### src/rtl/pll_freq_controller.sv
// DCO frequency-lock controller: counts DCO cycles per reference period, steps a thermometer trim, flags lock.
// Optional measurement outputs (meas_count, meas_valid) are enabled by defining PLL_FREQ_CONTROLLER_MEAS_EN.
`timescale 1ns/1ps
module pll_freq_controller #(
    parameter int DIV_W     = 5,
    parameter int CNT_W     = 7,
    parameter int TRIM_W    = 26,
    parameter int TRIM_INIT = 0,
    parameter int LOCK_CNT  = 4
) (
    input  logic              clock,
    input  logic              resetb,
    input  logic              enable,
    input  logic              ref_clk,
    input  logic [DIV_W-1:0]  div,
    output logic [TRIM_W-1:0] trim,
`ifdef PLL_FREQ_CONTROLLER_MEAS_EN
    output logic [CNT_W-1:0]  meas_count,
    output logic              meas_valid,
`endif
    output logic              lock
);

    localparam int LVL_W = $clog2(TRIM_W + 1);
    localparam int LC_W  = $clog2(LOCK_CNT + 1);
    localparam int CMP_W = ((CNT_W > DIV_W) ? CNT_W : DIV_W) + 1;
    localparam logic [CNT_W-1:0] CNT_MAX  = {CNT_W{1'b1}};
    localparam logic [LVL_W-1:0] LVL_MAX  = LVL_W'(TRIM_W);
    localparam logic [LVL_W-1:0] LVL_INIT = LVL_W'(TRIM_INIT);
    localparam logic [LC_W-1:0]  LC_MAX   = LC_W'(LOCK_CNT);

    logic [2:0]       ref_s;
    logic [CNT_W-1:0] cnt, cnt_n;
    logic             first_seen, first_seen_n;
    logic [LC_W-1:0]  lc, lc_n;
    logic [LVL_W-1:0] level, level_n;
    logic             lock_n;
    logic             rise, timeout, valid;
    logic [CMP_W-1:0] c_ext, d_ext;
    logic             near;

    assign rise    = ref_s[1] & ~ref_s[2];
    assign timeout = (cnt == CNT_MAX);
    assign valid   = enable & rise & first_seen;
    assign c_ext   = CMP_W'(cnt);
    assign d_ext   = CMP_W'(div);
    assign near    = (c_ext == d_ext) || (c_ext == d_ext + CMP_W'(1)) || (d_ext == c_ext + CMP_W'(1));

    always_comb begin
        cnt_n        = cnt;
        first_seen_n = first_seen;
        lc_n         = lc;
        level_n      = level;
        if (!enable) begin
            cnt_n        = '0;
            first_seen_n = 1'b0;
            lc_n         = '0;
        end else if (rise) begin
            // a rise on the saturated count still measures, so it takes priority over timeout
            cnt_n        = CNT_W'(1);
            first_seen_n = 1'b1;
            if (first_seen) begin
                if (div == '0) begin
                    lc_n = '0;
                end else begin
                    if (c_ext > d_ext && level != LVL_MAX)
                        level_n = level + LVL_W'(1);
                    else if (c_ext < d_ext && level != '0)
                        level_n = level - LVL_W'(1);
                    if (!near)
                        lc_n = '0;
                    else if (lc != LC_MAX)
                        lc_n = lc + LC_W'(1);
                end
            end
        end else if (timeout) begin
            first_seen_n = 1'b0;
            lc_n         = '0;
        end else begin
            cnt_n = cnt + CNT_W'(1);
        end
        lock_n = (lc_n == LC_MAX);
    end

    always_ff @(posedge clock or negedge resetb) begin
        if (!resetb) begin
            ref_s      <= 3'b000;
            cnt        <= '0;
            first_seen <= 1'b0;
            lc         <= '0;
            lock       <= 1'b0;
            level      <= LVL_INIT;
        end else begin
            ref_s      <= {ref_s[1:0], ref_clk};
            cnt        <= cnt_n;
            first_seen <= first_seen_n;
            lc         <= lc_n;
            lock       <= lock_n;
            level      <= level_n;
        end
    end

    always_comb begin
        trim = '0;
        for (int i = 0; i < TRIM_W; i++)
            trim[i] = (LVL_W'(i) < level);
    end

`ifdef PLL_FREQ_CONTROLLER_MEAS_EN
    always_ff @(posedge clock or negedge resetb) begin
        if (!resetb) begin
            meas_count <= '0;
            meas_valid <= 1'b0;
        end else begin
            meas_valid <= valid;
            if (valid)
                meas_count <= cnt;
        end
    end
`endif

endmodule
### config.mk
export PLATFORM = sky130hd
export DESIGN_NAME = pll_freq_controller
export DESIGN_NICKNAME = d
export VERILOG_FILES = /design/src/rtl/pll_freq_controller.sv
export SDC_FILE = /design/constraint.sdc
export NUM_CORES = 1
export LEC_CHECK = 0
export ABC_CLOCK_PERIOD_IN_PS = 2100
export CORE_ASPECT_RATIO = 1.4
export CORE_MARGIN = 5
export CORE_UTILIZATION = 43
export DETAILED_ROUTE_END_ITERATION = 10
export GPL_TIMING_DRIVEN = 0
export PLACE_DENSITY = 0.71
export REMOVE_ABC_BUFFERS = 1
export SYNTH_ARGS = -nofsm -noshare
export SYNTH_HDL_FRONTEND = slang
export SYNTH_SLANG_ARGS = --single-unit
### constraint.sdc
create_clock -name clock -period 2.1 [get_ports clock]
set_input_delay 0.525 -clock clock [delete_from_list [all_inputs] [get_ports clock]]
set_output_delay 0.525 -clock clock [all_outputs]
set_load 0.02 [all_outputs]
# Word-level counts from Yosys, hierarchy flattened
# Cells that the tools add are included.
# W data, S select, Z words.
# totals
elab_cells	75
output_inout_bits	27
reg_bits	20
in_bits	9
# classes
n_eq_ne	9
add_sub_neg	6
order_cmp	28
muxes	15
n_reduce_logical	8
bitwise	3
# op_table
op	count
$lt A5 B5 Y1 const A	10
$lt A4 B5 Y1 const A	8
$mux W3	7
$mux W7	3
$lt A3 B5 Y1 const A	4
$lt A1 B5 Y1 const A	2
$lt A2 B5 Y1 const A	2
$mux W5	2
$add A7 B1 Y8 const B	1
$eq A5 B8 Y1	1
$add A7 B1 Y7 const B	1
$eq A7 B5 Y1	1
$eq A7 B6 Y1	1
$eq A7 B7 Y1 const B	1
$gt A7 B5 Y1	1
$lt A7 B5 Y1	1
$add A5 B1 Y6 const B	1
$ne A3 B3 Y1 const B	2
$add A5 B1 Y5 const B	1
$logic_not A5 Y1	1
$ne A5 B5 Y1 const B	1
$reduce_and A5 Y1	1
$reduce_bool A5 Y1	1
$sub A5 B1 Y5 const B	1
other kinds (9)	14

# Depth between registers and ports, before layout
# depth
word_depth	10
depth_mapped	10

# Worst setup path after synthesis
# Ideal clock, no wire load.
# synth_path
path_type	input port to flip-flop
startpoint	input port div[3]
endpoint	register level[3]
arrival_ns	2.091
n_path_buf	1
setup_time_ns	0.133
slack_ns	-0.123
t_required_ns	1.967
stages	10
path_cell_list	buf_4 -> inv_1 -> ha_1 -> o21ai_1 -> a21oi_1 -> o21ai_1 -> a211oi_2 -> o21a_1 -> o21ai_1 -> xnor2_1
# synth_via
elab_chain_len	4
# synth_lines
item	line_no	text
from (decl)	15	input logic [DIV_W-1:0] div,
$gt A7 B5 Y1 or $lt A7 B5 Y1 (tied branches)	66, 68	
$logic_and A1 B1 Y1 (on tied branches)	66, 68	
$reduce_bool A2 Y1 (no line)	-	
$reduce_and A5 Y1 (no line)	-	
to (signal assigned)	99	level <= level_n;
to (decl)	36	logic [LVL_W-1:0] level, level_n;
# Several ways; a longest one is shown, not always the timed one.
# A chain may end at the register's enable or synchronous reset.

# Worst setup path in the final report
# layout_path
startpoint	register cnt[4]
endpoint	register lock
# layout_via
elab_chain_len	9
# layout_lines
item	line_no	text
from (decl)	33	logic [CNT_W-1:0] cnt, cnt_n;
from (signal assigned)	95	cnt <= cnt_n;
$add A7 B1 Y8, or another cell as far along	47	assign near = (c_ext == d_ext) || (c_ext == d_ext + CMP_W'(1)) || (d_ext == c_ext + CMP_W'(1));
$eq A5 B8 Y1 or $logic_or A1 B1 Y1 (tied branches)	47	
$logic_or A1 B1 Y1	47	
$mux W3	70	if (!near)
$mux W3	63	if (div == '0) begin
$mux W3	62	if (first_seen) begin
$mux W3 (*)	58	end else if (rise) begin
$mux W3 (*)	54	if (!enable) begin
named net lc_n[2]	35	logic [LC_W-1:0] lc, lc_n;
$eq A3 B3 Y1 (*)	82	lock_n = (lc_n == LC_MAX);
named net lock_n	37	logic lock_n;
to (signal assigned)	98	lock <= lock_n;
to (decl)	21	output logic lock
# Mark *: on every way through the listed nets, which the timed path passes. The rest lies on a longest branch.

==> results.cfg <==
[drt]
vias = 1743
drc = 0
detail_route.iter0.violations = 58
wl_per_cell_um = 15.7
detail_route.vias_per_cell = 5.55
detail_route.wirelength_mm = 4.92
drt_pre_antenna_iters = 4
final_antenna_net_count = 0

[floorplan]
core.rowCount = 27
die_area_um2 = 5560
die_h_um = 86.2
initial_utilization = 0.448
die_x_um = 64.5
num_io_pins = 36
fp.coreArea_um2 = 3990

[yosys]
syn_inst = 215
synthMostInstantiatedCell = sky130_fd_sc_hd__nand2_1
postSynth.asyncResetShare = 1.00
synth_sequential_area_ratio = 0.280
synth-seq-cells = 20
synth_top_area_cell = sky130_fd_sc_hd__dfrtp_1
synth.area.top_cells = sky130_fd_sc_hd__dfrtp_1 28%, sky130_fd_sc_hd__ha_1 11%, sky130_fd_sc_hd__xnor2_1 7.4%
netlist_top_cells_count = 21 x sky130_fd_sc_hd__nand2_1, 20 x sky130_fd_sc_hd__dfrtp_1, 16 x sky130_fd_sc_hd__inv_1
number_of_library_cell_types_mapped_by_synthesis = 47
synth_area_um2 = 1790
synth_enable_flop_cells = 0
synth_flop_cell = sky130_fd_sc_hd__dfrtp_1
synth.top_cell.area_share = 0.280
syn_avg_cell_area_um2 = 8.30
yosys_warnings = 0

[global_routing]
wire_length_of_the_first_global_routing_pass_mm = 7.65
grt_antenna_before_repair = 0
vias_in_the_first_global_route = 1763
grt_overflow_total = 0
groute.usage.overall = 0.167
largest_net_degree_at_the_start_of_global_routing = 21

[sta]
timing_hold_violations_final = 0
timing.final.crit_period_ns = 2.16
finalSetupViolations = 1
finalCritPeriodShare = 1.03
slew_headroom = 0.414
slew_viol_final = 0
timing.fmax_mhz = 464
final_critical_path_setup_slack_ns = -0.0555
worstMarginPinSlew_ns = 0.876
fin_skew_ns = 0.00212
setup_total_negative_slack_ns = -0.0555

[power_and_ir_drop]
max-vdd-ir-drop_mv = 0.806
power_density_nw_per_um2 = 931
p_leak_nw = 1.26

[clock_tree]
cts_htree_levels = 1
cts_inserted_buffers = 3
clock_tree.buffer_depth = 2
worstSkewPairLatency_ns = 0.25
post_cts_hold_buffer_count = 0
cts_tree = built
cts.sinks = 20
clock_pin_transition_on_the_worst_setup_and_hold_timing_paths_ns = 0.07
cts_root_buf = sky130_fd_sc_hd__clkbuf_8

[setup_path]
worst-setup-path-type = flop to flop
crit_path_start_kind = flop
worstPathMaxFanout = 5
critPathCaptureType = flop
worst-endpoint-arrival_ns = 2.29
worst_ep_required_time_ns = 2.24

[finish]
area_delta_synth_final_pct = 45.5
drive_gt1_frac = 0.343
diodes = 0
finish.net_count = 296
post-route-util = 0.652

[placement]
buffer_ports.inserted = 35
dp.final_hpwl_mm = 3.14
place.gp.congestion = 0.884

[hold_path]
min-delay-path-class = flop to flop

[status]
run_status = complete, but fails checks
failed_checks = negative setup slack

[flow_run]
maxCapViolCount = 0
[state kept, by name, summed over array words and instances, names as in the netlist]
| register | count |
|---|---|
| ref_s | 3 |
| first_seen | 1 |
| lc | 3 |
| lock | 1 |
| cnt | 7 |
| level | 5 |
[kinds of logic (layout without fill, tap and decap cells)]
kind of cell / count (synthesis) / after routing / synth area share
buffers and inverters: 30 / 86 / 0.0778
multiplexers: 3 / 3 / 0.0175
flip-flops: 20 / 20 / 0.280
XOR/XNOR: 18 / 18 / 0.0883
AND/OR/NAND/NOR: 73 / 73 / 0.213
adder cells (fa/ha/maj): 15 / 15 / 0.105
AO/OA/AOI/OAI: 56 / 56 / 0.218
[area by class of cell]
cell class,count,area (µm²)
fillers,342,1390
multi-input cells,165,1350
repair buffers,66,548
flip-flops and latches,20,512
inverters,16,60.1
well taps,43,53.8
clock buffers,3,41.3
clock inverters,1,30.0
[layout by cell type, fill, tap and decap left out, types with 6 or more instances in the layout]
master	count
sky130_fd_sc_hd__inv_1	12
sky130_fd_sc_hd__o21ai_0	6
sky130_fd_sc_hd__dlygate4sd2_1	18
sky130_fd_sc_hd__ha_1	8
sky130_fd_sc_hd__nor2b_1	7
sky130_fd_sc_hd__ha_4	6
sky130_fd_sc_hd__a21oi_1	12
sky130_fd_sc_hd__dfrtp_1	11
sky130_fd_sc_hd__nor2_1	11
sky130_fd_sc_hd__buf_4	33
sky130_fd_sc_hd__nand2_1	20
sky130_fd_sc_hd__dfrtp_2	9
sky130_fd_sc_hd__xnor2_1	13
[critical path: stages, from the launching register on]
cell	delay (ns)
sky130_fd_sc_hd__dfrtp_2	0.47
sky130_fd_sc_hd__buf_12	0.15
sky130_fd_sc_hd__xnor2_2	0.21
sky130_fd_sc_hd__a21oi_1	0.12
sky130_fd_sc_hd__o31ai_1	0.40
sky130_fd_sc_hd__a211oi_2	0.12
sky130_fd_sc_hd__a311oi_4	0.35
sky130_fd_sc_hd__o21ai_2	0.09
sky130_fd_sc_hd__o311a_1	0.13
[final timing paths]
kind | slack [ns] | startpoint | end | depth (start not counted)
max in group asynchronous | 0.74 | resetb | level[3]$_DFFE_PN0P_ | 1
min in group asynchronous | 0.77 | resetb | lc[1]$_DFF_PN0_ | 1
worst min register to register | 0.36 | ref_s[0]$_DFF_PN0_ | ref_s[1]$_DFF_PN0_ | 0
worst max register to register | -0.06 | cnt[4]$_DFFE_PN0P_ | lock$_DFF_PN0_ | 8
worst min-delay path | 0.36 | ref_s[0]$_DFF_PN0_ | ref_s[1]$_DFF_PN0_ | 0
worst max-delay path | -0.06 | cnt[4]$_DFFE_PN0P_ | lock$_DFF_PN0_ | 8
[repair_timing]
item                       CTS  global route
setup buffers               14            17
pin swaps                    7            16
gates resized for setup     77            38
setup endpoints to repair   35            12
hold endpoints to repair     0             0
[layer usage]
metal	up-vias	global-route usage	share of wire
met2	48	0.322	0.54
met3	12	0.0545	0.055
met1	820	0.174	0.38
met4	0	0.0327	0.025
li1	863	-	-
met5	-	0	0
[stage by stage]
stage / setup WS, ns / power [W] / hold slack, ns / cell area, µm² / instances
finish: -0.0555 / 0.00242 / 0.361 / 2600 / 314
global placement: -0.997 / 0.00188 / 0.333 / 2110 / 279
CTS: -0.0925 / 0.00233 / 0.362 / 2350 / 297
floorplan: 0.0233 / 0.00129 / 0.229 / 1710 / 201
detailed placement: -1.01 / 0.00188 / 0.345 / 2110 / 279
global route: -0.152 / 0.00259 / 0.377 / 2600 / 314
[power breakdown]
part / leakage (nW) / internal, W / switching (W)
Combinational: 0.977 / 0.000662 / 0.000797
Clock: 0.0357 / 0.000254 / 0.000124
Sequential: 0.250 / 0.000442 / 0.000140
No activity file was read; power rests on OpenSTA's default activity.
==> RTL change 1, RTL diff (same flow settings) <==
`TRIM_W`: 26 -> 52.
--- a/src/rtl/pll_freq_controller.sv
+++ b/src/rtl/pll_freq_controller.sv
@@ -4,7 +4,7 @@
 module pll_freq_controller #(
     parameter int DIV_W     = 5,
     parameter int CNT_W     = 7,
-    parameter int TRIM_W    = 26,
+    parameter int TRIM_W    = 52,
     parameter int TRIM_INIT = 0,
     parameter int LOCK_CNT  = 4
 ) (
Ports: changed (resized trim); port bits go from 36 to 62. The function was not compared with the original's and may differ.
==> RTL change 1 against the unedited design <==
- the run still ends with setup timing left
- final area is 16% higher
- setup slack improved by 0.037 ns
- synthesized area is 6.4% higher
- die area up 5.6%
- routed wire length grew 39%
- sequential cell count increased by 1
- power decreased by 21%
- worst hold slack better by 0.0092 ns
- critical endpoint is now level[2]
==> RTL change 1: results (changes against the unedited design) <==
Synth
  – Most common library cells after synthesis: nand2_1, dfrtp_1, inv_1, nor2_1, a21oi_1
  – Area contributors post-synth: dfrtp_1, ha_1, xnor2_1
  – Post-Synthesis Cells: 234 (+8.8%)
  – Netlist cell types: 46 (-2.1%)
  – Seq/Total Area, Yosys: 0.2765 (-0.003811)
  – Asr flop ratio synth: 1.000 (unchanged)
  – Syn. warnings: 0 (unchanged)
  – Prevailing post-synth register cell: dfrtp_1

Clocking
  – CTS Root Cell: clkbuf_8
  – CTS clk-pin slew, worst paths: 0.07 ns (about the same)
  – H-tree levels: 1 (unchanged)
  – CTS max path bufs: 2 (unchanged)
  – Num CTS Buffers: 3 (unchanged)
  – Clk_lat worst skew: 0.26 ns

Routing
  – Remaining DRCs: 0 (unchanged)
  – Vias per Instance: 5.475 (-1.4%)
  – Initial DRC Count: 114 (+97%)
  – First-pass DRT Iterations: 4 (unchanged)
  – Via count: 2,075 (+19%)
  – Routed WL per cell: 18.01 microns (+15%)

GRT
  – Gr usage total: 0.2380 (+0.07098)
  – Largest net degree at the start of global routing: 22 (+4.8%)
  – Initial antenna violation count: 0 (unchanged)
  – Global-route wire length before repair: 10,700 microns (+40%)

Setup path
  – CP max stage cell: dfrtp_2
  – Reg2reg start: cnt[1]
  – Cell family with most CP delay: compound AO/OA/AOI/OAI gates
  – Reg2reg path depth: 8 (unchanged)
  – Worst path bufs/invs: 0 (-1)
  – Reg-to-Reg End: level[2]
  – Largest stage delay, worst path: 0.43 ns (-0.04 ns)
  – Largest fanout on the critical path: 3 (-2)

Placement
  – Dpl hpwl: 4423 microns (+41%)
  – GPL Wtd Cong: 0.8149 (-7.8%)
  – Port Buffers: 61 (+74%)
  – Inst Count DP: 342 (+23%)
  – DP Worst Slack: -1.062 ns (-0.05549 ns)

Worst hold path
  – Sink of the worst hold path: ref_s[1]
  – Hold Path Depth: 0 (unchanged)
  – Worst Min Path Start: ref_s[0]
  – Hold Path Class: flip-flop to flip-flop

Timing
  – Fin worst setup slack: -0.01823 ns (+0.03732 ns)
  – Worst slew margin: 0.3818 (-0.03227)
  – Clock Skew: 0.003536 ns (+0.001416 ns)
  – # setup viols final: 2 (+1)
  – Hold WS: 0.3703 ns (+0.009201 ns)

Outcome
  – Failing checks: setup timing
  – Status: complete, but fails checks

Cells and area
  – Layout cell share with drive strength beyond 1: 0.4044 (+0.06122)
  – N_diodes: 0 (unchanged)
  – Filler cell count: 376 (+9.9%)
  – Top Registers: cnt x7, level x6
  – Reg with most FFs: cnt

Power and ir drop
  – Pwr dens: 631.3 mW/mm^2 (-32%)
  – Sw frac: 0.4258 (-0.01262)
  – Clk pwr: 0.258 mW (-32%)
  – Leakage: 1.360 nW (+7.7%)
  – Seq. pwr: 0.526 mW (-9.8%)
  – Worst IR Drop VDD: 0.0005428 V (-33%)
==> RTL change 1: metrics by stage <==
step           TNS [ns]  area, sq um
2_1_floorplan   -0.8345         1838
3_3_place_gp     -27.73         2524
3_5_place_dp     -27.77         2524
4_1_cts        -0.09341         2887
5_1_grt         -0.6091         3015
6_report       -0.02164         3015
==> RTL change 1: final cells by class <==
| type | instances | area share |
|---|---|---|
| clock buffer | 4 | 0.01494 |
| inverter | 18 | 0.02697 |
| multi-input combinational | 182 | 0.4983 |
| sequential | 21 | 0.1793 |
| tap | 60 | 0.02490 |
| timing repair buffer | 94 | 0.2556 |
==> RTL change 1: how the worst max path moves through the flow <==
stage / startpoint / to / slack (ns) / cells after the start
3_3_place_gp: div[1] / level[2] / -1.04 / 10
3_5_place_dp: div[1] / level[2] / -1.06 / 10
6_report: cnt[1] / level[2] / -0.02 / 8
4_1_cts: level[1] / trim[20] / -0.08 / 6
2_1_floorplan: level[5] / trim[44] / -0.23 / 2
5_1_grt: cnt[1] / level[2] / -0.12 / 8
==> RTL change 1: repair_timing <==
action | in CTS | in global routing
resized for setup | 186 | 68
endpoints found under the setup margin | 62 | 36
pin swaps | 17 | 16
setup buffers | 22 | 10
hold buffers | 0 | 0
gates cloned | 0 | 1
==> RTL change 1: routing by layer <==
layer  GRT usage  wire length, microns  up-vias
met5           0                     0        -
met4     0.07948                   249        0
met3     0.04193                   310       20
met2      0.4625                  3813       61
met1      0.2522                  2453     1015
li1            -                     -      979
==> RTL change 1: cell families (layout without fill, tap and decap cells) <==
kind of cell,Yosys count,after routing,synth area share
flip-flops,21,21,0.2765
buffers and inverters,31,116,0.06846
multiplexers,3,3,0.01646
adder cells (fa/ha/maj),14,14,0.09217
AND/OR/NAND/NOR,85,85,0.2311
AO/OA/AOI/OAI,60,60,0.2232
XOR/XNOR,20,20,0.09217
==> RTL change 2, RTL diff (config.mk and constraints unchanged) <==
Without the edit above. Put a register stage on the output `trim`. The value now appears one clock later. The other outputs are not delayed to match. Comments in the files are not updated.
--- a/src/rtl/pll_freq_controller.sv
+++ b/src/rtl/pll_freq_controller.sv
@@ -28,6 +28,8 @@
     localparam logic [LVL_W-1:0] LVL_MAX  = LVL_W'(TRIM_W);
     localparam logic [LVL_W-1:0] LVL_INIT = LVL_W'(TRIM_INIT);
     localparam logic [LC_W-1:0]  LC_MAX   = LC_W'(LOCK_CNT);
+
+    logic [TRIM_W-1:0] trim_d;
 
     logic [2:0]       ref_s;
     logic [CNT_W-1:0] cnt, cnt_n;
@@ -101,9 +103,9 @@
     end
 
     always_comb begin
-        trim = '0;
+        trim_d = '0;
         for (int i = 0; i < TRIM_W; i++)
-            trim[i] = (LVL_W'(i) < level);
+            trim_d[i] = (LVL_W'(i) < level);
     end
 
 `ifdef PLL_FREQ_CONTROLLER_MEAS_EN
@@ -119,4 +121,12 @@
     end
 `endif
 
+    always_ff @(posedge clock or negedge resetb) begin
+        if (!resetb) begin
+            trim <= '0;
+        end else begin
+            trim <= trim_d;
+        end
+    end
+
 endmodule
Function: changed (a bounded check fails within 10 cycles, from zero or initial values and one cycle with resetb low).
==> RTL change 2 against the unedited design <==
- the run still ends with setup timing left
- sequential power up 120%
- sequential cell count up 26
- count of clock-buffer cells in the layout up 3
- synthesized area up 32%
- setup slack worse by 0.12 ns
- non-clock buffer count down 19
- sequential share of layout area up 18 points
- routed wire length up 0.89%
- power up 25%
- final area up 17%
- worst hold slack worse by 0.31 ns
- critical endpoint unchanged
==> RTL change 2: results (changes against the unedited design) <==
Routing
  – Initial DRC Count: 64 (+10%)
  – First-pass DRT Iterations: 4 (unchanged)
  – Vias per Instance: 5.243 (-5.5%)
  – Routed WL per cell: 14.91 microns (-4.9%)

Clocking
  – Num CTS Buffers: 5 (+2)
  – H-tree levels: 2 (+1)
  – Clk_lat worst skew: 0.29 ns (+0.04 ns)
  – CTS Root Cell: clkbuf_8
  – CTS max path bufs: 2 (unchanged)
  – CTS clk-pin slew, worst paths: 0.08 ns

Synth
  – XOR/XNOR share of the synthesized area: 0.06681 (-0.02149)
  – Compound-Gate Fraction of Synth Area: 0.1628 (-0.05516)
  – Most common library cells after synthesis: dfrtp_1, nand2_1, inv_1, ha_1, nor2_1
  – Netlist cell types: 50 (+6.4%)
  – Asr flop ratio synth: 1.000 (unchanged)
  – Multiplexer area fraction after synthesis: 0.01326 (-0.004264)
  – Area contributors post-synth: dfrtp_1, ha_1, xnor2_1
  – Synth Area in Adders: 0.07953 (-0.02558)
  – Seq/Total Area, Yosys: 0.4878 (+0.2075)

Cells and area
  – # nets final: 288 (-2.7%)
  – Filler cell count: 492 (+44%)
  – N_diodes: 0 (unchanged)
  – Top Registers: trim x26, cnt x7, level x5
  – Layout cell share with drive strength beyond 1: 0.2038 (-0.1394)

GRT
  – Largest net degree at the start of global routing: 43 (+100%)
  – Gr usage total: 0.1588 (-0.008212)
  – Met2 Use GR: 0.2803 (-0.04212)
  – Met1 GRT Util: 0.1848 (+0.01091)
  – Vias in the first global route: 1,899 (+7.7%)
  – Initial antenna violation count: 0 (unchanged)
  – Global-route wire length before repair: 9018 microns (+18%)
  – Met3 Use GR: 0.02588 (-0.02859)

Power and ir drop
  – Worst IR Drop VDD: 0.0005427 V (-33%)
  – Leakage: 1.320 nW (+4.6%)

Timing
  – Setup TNS: -1.100 ns (-1.045 ns)
  – Clock Skew: 0.006239 ns (+0.004119 ns)
  – # setup viols final: 9 (+8)
  – Fin worst setup slack: -0.1723 ns (-0.1168 ns)
  – Worst slew margin: 0.6017 (+0.1877)

Outcome
  – Failing checks: setup timing
  – Status: complete, but fails checks

Placement
  – Dpl hpwl: 3593 microns (+14%)
  – GPL Wtd Cong: 0.8566 (-3.1%)

Setup path
  – Reg2reg path depth: 7 (-1)
  – Reg2reg start: cnt[1]

Worst hold path
  – Hold Path Class: input pin to asynchronous set/reset pin

Die
  – Initial Utilization: 0.4366 (-0.01132)
## RTL change 2: critical path: stages, from the launching register on
cell and delay (ns):
dfrtp_2 0.47, ha_4 0.23, xor2_1 0.15, or4_4 0.51, a2111oi_4 0.31, o221ai_2 0.14, a22oi_2 0.18, nor3b_2 0.19
## RTL change 2: metrics by stage
stage | instances | area, sq um | hold WS [ns] | power, mW | setup WS (ns)
floorplan | 210 | 2298 | 0.2294 | 1.926 | -0.2156
global placement | 313 | 2734 | 0.3328 | 2.451 | -1.223
detailed placement | 314 | 2749 | 0.3409 | 2.473 | -1.374
CTS | 328 | 2978 | 0.03799 | 3.062 | -0.1949
global route | 333 | 3027 | 0.03937 | 3.248 | -0.3141
finish | 333 | 3027 | 0.04681 | 3.030 | -0.1723
## RTL change 2: per-layer routing
metal / vias up / share of wire
met4: 0 / 0.029
li1: 839 / -
met2: 32 / 0.55
met5: - / 0
met3: 11 / 0.030
met1: 864 / 0.39
## RTL change 2: repair_timing
item | 4_1_cts | 5_1_grt
endpoints found under the setup margin | 9 | 9
pin swaps | 17 | 6
gates resized for setup | 41 | 4
hold endpoints to repair | 0 | 0
setup buffers | 6 | 5
## RTL change 2: worst max-delay path by stage
stage	start	slack (ns)	to	cells past startpoint
2_1_floorplan	div[1]	-0.22	level[4]	9
3_3_place_gp	div[1]	-1.22	lock	10
3_5_place_dp	div[1]	-1.37	lock	10
4_1_cts	cnt[4]	-0.19	level[3]	6
5_1_grt	cnt[1]	-0.31	lock	7
6_report	cnt[1]	-0.17	lock	7
## RTL change 2: final cells by class
class                           instances  share of cell area
Sequential cell                        46              0.3812
Inverter                               19             0.02356
Timing Repair Buffer                   47              0.1426
Tap cell                               68             0.02811
Clock buffer                            6             0.02728
Clock inverter                          2            0.004134
Multi-Input combinational cell        145              0.3931
## RTL change 2: power breakdown
part | internal (mW) | leakage [nW] | switching (mW)
sequential | 1.11 | 0.577 | 0.194
combinational | 0.543 | 0.696 | 0.635
clock | 0.264 | 0.0472 | 0.283
## RTL change 2: cell families after synthesis
kind of cell,after synthesis
mux,3
buf+inv,29
compound gates,49
flops,46
xor+xnor,18
simple gates,60
fa+ha+maj,15
